`config.mk`:
```
export PLATFORM = sky130hd
export DESIGN_NAME = stream_rr_arbiter
export DESIGN_NICKNAME = d
export VERILOG_FILES = /design/src/rtl/stream_arb_pkg.sv /design/src/rtl/rr_prio_select.sv /design/src/rtl/stream_rr_arbiter.sv
export SDC_FILE = /design/constraint.sdc
export NUM_CORES = 1
export LEC_CHECK = 0
export BUFFER_PORTS_ARGS = -buffer_cell sky130_fd_sc_hd__buf_2
export CAP_MARGIN = 40
export CORE_MARGIN = 4
export CORE_UTILIZATION = 38
export DETAILED_ROUTE_END_ITERATION = 6
export GPL_ROUTABILITY_DRIVEN = 0
export PLACE_DENSITY = 0.72
export RECOVER_POWER = 25
export SYNTH_ARGS = -nofsm -noshare
export SYNTH_HDL_FRONTEND = slang
export SYNTH_SLANG_ARGS = --single-unit
```
`constraint.sdc`:
```
create_clock -name clk_i -period 3.9 [get_ports clk_i]
set_clock_uncertainty 0.2 [all_clocks]
set_input_delay 0.78 -clock clk_i [delete_from_list [all_inputs] [get_ports clk_i]]
set_output_delay 0.78 -clock clk_i [all_outputs]
set_load 0.02 [all_outputs]
```
`src/rtl/stream_arb_pkg.sv`:
```
// Shared types and helpers for the stream round-robin arbiter.
package stream_arb_pkg;

    typedef enum logic [0:0] {
        ARB_IDLE,
        ARB_LOCKED
    } arb_state_e;

    // Grant index width, never narrower than one bit.
    function automatic int unsigned idx_width(input int unsigned n);
        return (n > 1) ? $clog2(n) : 1;
    endfunction

endpackage

```
`src/rtl/rr_prio_select.sv`:
```
// Round-robin priority select: first set request at or after ptr, wrapping.
module rr_prio_select import stream_arb_pkg::*; #(
    parameter int unsigned NUM_IN = 4,
    parameter int unsigned IDX_W  = idx_width(NUM_IN)
) (
    input  logic [NUM_IN-1:0] req_i,
    input  logic [IDX_W-1:0]  ptr_i,
    output logic              found_o,
    output logic [IDX_W-1:0]  idx_o
);

    // Rotate by ptr, find first set, un-rotate; folded into one wrapped scan.
    always_comb begin
        int unsigned k;
        found_o = 1'b0;
        idx_o   = '0;
        for (int unsigned i = 0; i < NUM_IN; i++) begin
            // ptr_i < NUM_IN, so one conditional subtract is enough to wrap
            k = 32'(ptr_i) + i;
            if (k >= NUM_IN) begin
                k = k - NUM_IN;
            end
            if (!found_o && req_i[k]) begin
                found_o = 1'b1;
                idx_o   = k[IDX_W-1:0];
            end
        end
    end

endmodule

```
`src/rtl/stream_rr_arbiter.sv`:
```
// Round-robin arbiter merging NUM_IN valid/ready streams onto one output.
// A grant is held from first presentation until handshake.
// Optional: define STREAM_RR_ARBITER_OUT_REG_EN for a one-entry output register.
module stream_rr_arbiter import stream_arb_pkg::*; #(
    parameter int unsigned NUM_IN     = 4,
    parameter int unsigned DATA_WIDTH = 32,
    parameter int unsigned IDX_W      = idx_width(NUM_IN)
) (
    input  logic                             clk_i,
    input  logic                             rst_ni,
    input  logic [NUM_IN-1:0]                in_valid_i,
    input  logic [NUM_IN-1:0][DATA_WIDTH-1:0] in_data_i,
    output logic [NUM_IN-1:0]                in_ready_o,
    output logic                             out_valid_o,
    output logic [DATA_WIDTH-1:0]            out_data_o,
    input  logic                             out_ready_i,
    output logic [IDX_W-1:0]                 out_idx_o
);

    arb_state_e            state_q, state_d;
    logic [IDX_W-1:0]      ptr_q, ptr_d;
    logic [IDX_W-1:0]      lock_idx_q, lock_idx_d;

    logic                  win_found;
    logic [IDX_W-1:0]      win_idx;
    logic [IDX_W-1:0]      sel_idx;
    logic                  arb_valid;
    logic                  arb_ready;
    logic                  arb_hs;
    logic [DATA_WIDTH-1:0] arb_data;

    function automatic logic [IDX_W-1:0] idx_inc(input logic [IDX_W-1:0] idx);
        return (32'(idx) == NUM_IN - 1) ? '0 : idx + 1'b1;
    endfunction

    rr_prio_select #(
        .NUM_IN (NUM_IN),
        .IDX_W  (IDX_W)
    ) u_prio_select (
        .req_i   (in_valid_i),
        .ptr_i   (ptr_q),
        .found_o (win_found),
        .idx_o   (win_idx)
    );

    // Grant mux: locked index while waiting for handshake, else fresh winner.
    // Gated by rst_ni so nothing is offered or accepted while in reset.
    always_comb begin
        sel_idx   = (state_q == ARB_LOCKED) ? lock_idx_q : win_idx;
        arb_valid = rst_ni && ((state_q == ARB_LOCKED) ? in_valid_i[lock_idx_q] : win_found);
        arb_data  = arb_valid ? in_data_i[sel_idx] : '0;
        arb_hs    = arb_valid && arb_ready;
        in_ready_o = '0;
        if (arb_valid && arb_ready) begin
            in_ready_o[sel_idx] = 1'b1;
        end
    end

    // FSM next state, pointer and lock updates.
    always_comb begin
        state_d    = state_q;
        ptr_d      = ptr_q;
        lock_idx_d = lock_idx_q;
        unique case (state_q)
            ARB_IDLE: begin
                if (win_found) begin
                    if (arb_hs) begin
                        ptr_d = idx_inc(win_idx);
                    end else begin
                        lock_idx_d = win_idx;
                        state_d    = ARB_LOCKED;
                    end
                end
            end
            ARB_LOCKED: begin
                if (!in_valid_i[lock_idx_q]) begin
                    // Producer retracted its beat: release without moving the pointer.
                    state_d = ARB_IDLE;
                end else if (arb_hs) begin
                    ptr_d   = idx_inc(lock_idx_q);
                    state_d = ARB_IDLE;
                end
            end
            default: state_d = ARB_IDLE;
        endcase
    end

    // State registers.
    always_ff @(posedge clk_i or negedge rst_ni) begin
        if (!rst_ni) begin
            state_q    <= ARB_IDLE;
            ptr_q      <= '0;
            lock_idx_q <= '0;
        end else begin
            state_q    <= state_d;
            ptr_q      <= ptr_d;
            lock_idx_q <= lock_idx_d;
        end
    end

`ifdef STREAM_RR_ARBITER_OUT_REG_EN
    logic                  out_valid_q;
    logic [DATA_WIDTH-1:0] out_data_q;
    logic [IDX_W-1:0]      out_idx_q;

    // Register accepts a new beat whenever it is empty or being drained.
    assign arb_ready = !out_valid_q || out_ready_i;

    // One-entry output register; contents held while full and stalled.
    always_ff @(posedge clk_i or negedge rst_ni) begin
        if (!rst_ni) begin
            out_valid_q <= 1'b0;
            out_data_q  <= '0;
            out_idx_q   <= '0;
        end else if (arb_ready) begin
            out_valid_q <= arb_valid;
            out_data_q  <= arb_data;
            out_idx_q   <= arb_valid ? sel_idx : '0;
        end
    end

    assign out_valid_o = out_valid_q;
    assign out_data_o  = out_data_q;
    assign out_idx_o   = out_idx_q;
`else
    assign arb_ready   = out_ready_i;
    assign out_valid_o = arb_valid;
    assign out_data_o  = arb_data;
    assign out_idx_o   = arb_valid ? sel_idx : '0;
`endif

endmodule

```
==> results.yml <==
outcome:
  status: "finished clean"
finish:
  diodes: 0
  layout-drive-gt1-share_pct: 37.1
  n_fill_cell: 750
  stdcell_count: 641
  synthToLayoutAreaGrowth_pct: 30.5
  layout.nets: 678
  final_core_util_pct: 52.1
clock_tree:
  path_clk_slew_ns: 0.04
  cts_setup_buffers: 0
  clockBufferDepth: 2
  cts_root_buf: "clkbuf_8"
  clock_sinks: 5
  htreeDepth: 1
  cts_tree: "built"
  insertion_delay_ns: 0.22
  numCtsBuffers: 3
place:
  numPortBuffers: 173
  dp_cells: 637
  place_hpwl_um: 7490
synthesis:
  synth_ff_type: "dfrtp_1"
  netlist_instances: 400
  yosys_warnings: 0
  syn-num-nets: 535
  synth_edf_count: 0
  ys_ff_latch: 5
  netlist_top_cells_area: "mux2i_1 33%, a311oi_1 19%, o22a_1 9.5%"
  synth_top_area_share_pct: 33.2
  yosysSeqAreaShare_pct: 4.23
  netlist_area_um2: 2960
  synth_area_per_cell_um2: 7.40
  synthTopCellsByCount: "98 x mux2i_1, 69 x inv_1, 64 x a311oi_1"
  synth.distinct_cells: 36
  synth.most_common_cell: "mux2i_1"
  yosysTopAreaCell: "mux2i_1"
  async_flop_share_pct: 100
setup_path:
  crit_family: "buffers and inverters"
  path_cells: "buf_2 > nor2b_1 > a311o_2 > buf_6 > nand3_1 > buf_4 > o22a_1 > a21oi_1 > buf_2"
  cp-start-kind: "input port"
  critPathMostFrequentCell: "buf_2"
  crit_type: "in2out"
  path_buf_inv: 4
  critPathMaxFanout: 67
  critPathArrivalTime_ns: 2.68
  crit_required_ns: 2.92
  rrSetupSlack_ns: 1.65
  endpoint_kind: "output port"
  critical_path.slowest_cell: "buf_6"
  slowest_delay_ns: 0.38
pwr:
  combPwrFrac_pct: 90.9
  p_leak_nw: 2.16
  power.internal_mw: 1.05
  swShare_pct: 55.7
  power_frac_clock_pct: 4.1
  power-per-cell-area_nw_per_um2: 611
  seqPwrFrac_pct: 5.1
  peakVddDrop_uv: 281
  switchingPower_mw: 1.31
drt:
  drc: 0
  ant_nets: 0
  drt_wl_total_um: 9840
  dr_total_vias: 3645
  drt-pass1-iter-count: 4
  routedWlPerCell_um: 15.3
  drtIter0Drc: 131
  viasPerCell: 5.69
sta:
  hold_viol_final: 0
  relSlewSlack_pct: 56.2
  slew_viol_final: 0
  fin_setup_tns_ns: 0
  final.min_clock_period_ns: 3.66
  fmax_ghz: 0.273
  grt_setup_unrepaired: "false"
  tightest_slew_ns: 0.655
  setup_violations: 0
  timing.final.crit_share_pct: 93.8
min_path:
  hp-class: "in2async"
global_routing:
  grt_pass1_wl_um: 14700
  grt_pass1_vias: 3312
  antenna_found_initial: 0
  grt_max_degree: 68
  grt_usage_pct: 19.3
  grt_overflow: 0
floorplan:
  num_rows: 31
  start_util_pct: 39.9
  die_y_um: 96.2
  dieArea_um2: 9260
  die_width_um: 96.2
  ios: 174
  core_um2: 7410
job:
  max_cap_violations: 0
==> cells by family after synthesis <==
logic type / after synthesis / share of synthesized area [%]
muxes: 101 / 34.7
xor gates and xnor gates: 1 / 0.296
AOI/OAI and AO/OA: 146 / 38.1
DFF: 5 / 4.23
buffers and inverters: 120 / 18.3
and+or+nand+nor: 27 / 4.44
==> final timing paths <==
| check | from | depth (start not counted) | to |
|---|---|---|---|
| max | in_valid_i[2] | 9 | out_data_o[31] |
| min | rst_ni | 1 | ptr_q[1] |
| max reg2reg | state_q | 5 | ptr_q[0] |
| min reg2reg | ptr_q[1] | 2 | ptr_q[1] |
| max in group asynchronous | rst_ni | 1 | lock_idx_q[0] |
| min in group clk_i | ptr_q[1] | 2 | ptr_q[1] |
==> repair_timing <==
| action | CTS | global route |
|---|---|---|
| endpoints found under the setup margin | 0 | 22 |
| hold buffers | 0 | 0 |
| gates resized for setup | 0 | 1 |
==> state kept, by name (all words and copies together), names as in the netlist <==
name,cells
lock_idx_q,2
ptr_q,2
state_q,1
==> power groups by stage <==
stage                     sequential [mW]  combinational (mW)  clock, mW
after global placement              0.119                2.12          0
after detailed placement            0.119                2.14          0
after floorplan                    0.0995                1.72          0
after CTS                           0.118                2.15     0.0980
final                               0.120                2.15     0.0958
after global routing                0.122                2.32      0.102
==> cells in the final DEF, fill, tap and decap left out, drive strengths merged, types with 2 or more instances in the layout <==
cell,Yosys,routed
clkbuf,27,7
o21ai,5,5
nor2,7,7
nor2b,2,2
nand2,7,7
mux2i,98,98
mux2,2,2
a311oi,64,64
inv,70,70
o22a,32,32
nand2b,2,2
nand3,4,4
a21oi,36,36
buf,23,185
dfrtp,5,5
==> layer usage <==
metal	share of wire [%]	track usage (%)
met1	41	23.4
met5	0	0
met3	7.7	1.41
met2	50	36.3
met4	1.3	4.98
==> per-stage QoR <==
stage	area (um2)	total power [mW]	worst slack [ns]	hold WS, ns
after CTS	3860	2.37	0.148	0.189
after global placement	3820	2.24	0.249	0.423
after floorplan	2960	1.82	0.610	0.284
final	3860	2.36	0.240	0.262
after detailed placement	3820	2.26	0.157	0.424
after global routing	3860	2.55	0.0584	0.297
==> worst reg2reg max path, delay by kind of cell (launching register included) <==
kind                   cells  cell delay [ns]
muxes                      1             0.29
buffers and inverters      2             0.65
DFF                        1             0.45
and+or+nand+nor            1             0.14
AOI/OAI and AO/OA          1             0.40
==> final cells by class <==
| type | count | area [um2] | share of cell area [%] |
|---|---|---|---|
| timing repair buffer | 188 | 990 | 25.6 |
| sequential | 5 | 126 | 3.27 |
| multi-input combinational | 275 | 2310 | 59.9 |
| clock buffer | 4 | 45.0 | 1.17 |
| inverter | 70 | 263 | 6.80 |
| tap | 99 | 124 | 3.21 |
Power figures use the tool's default switching activity.
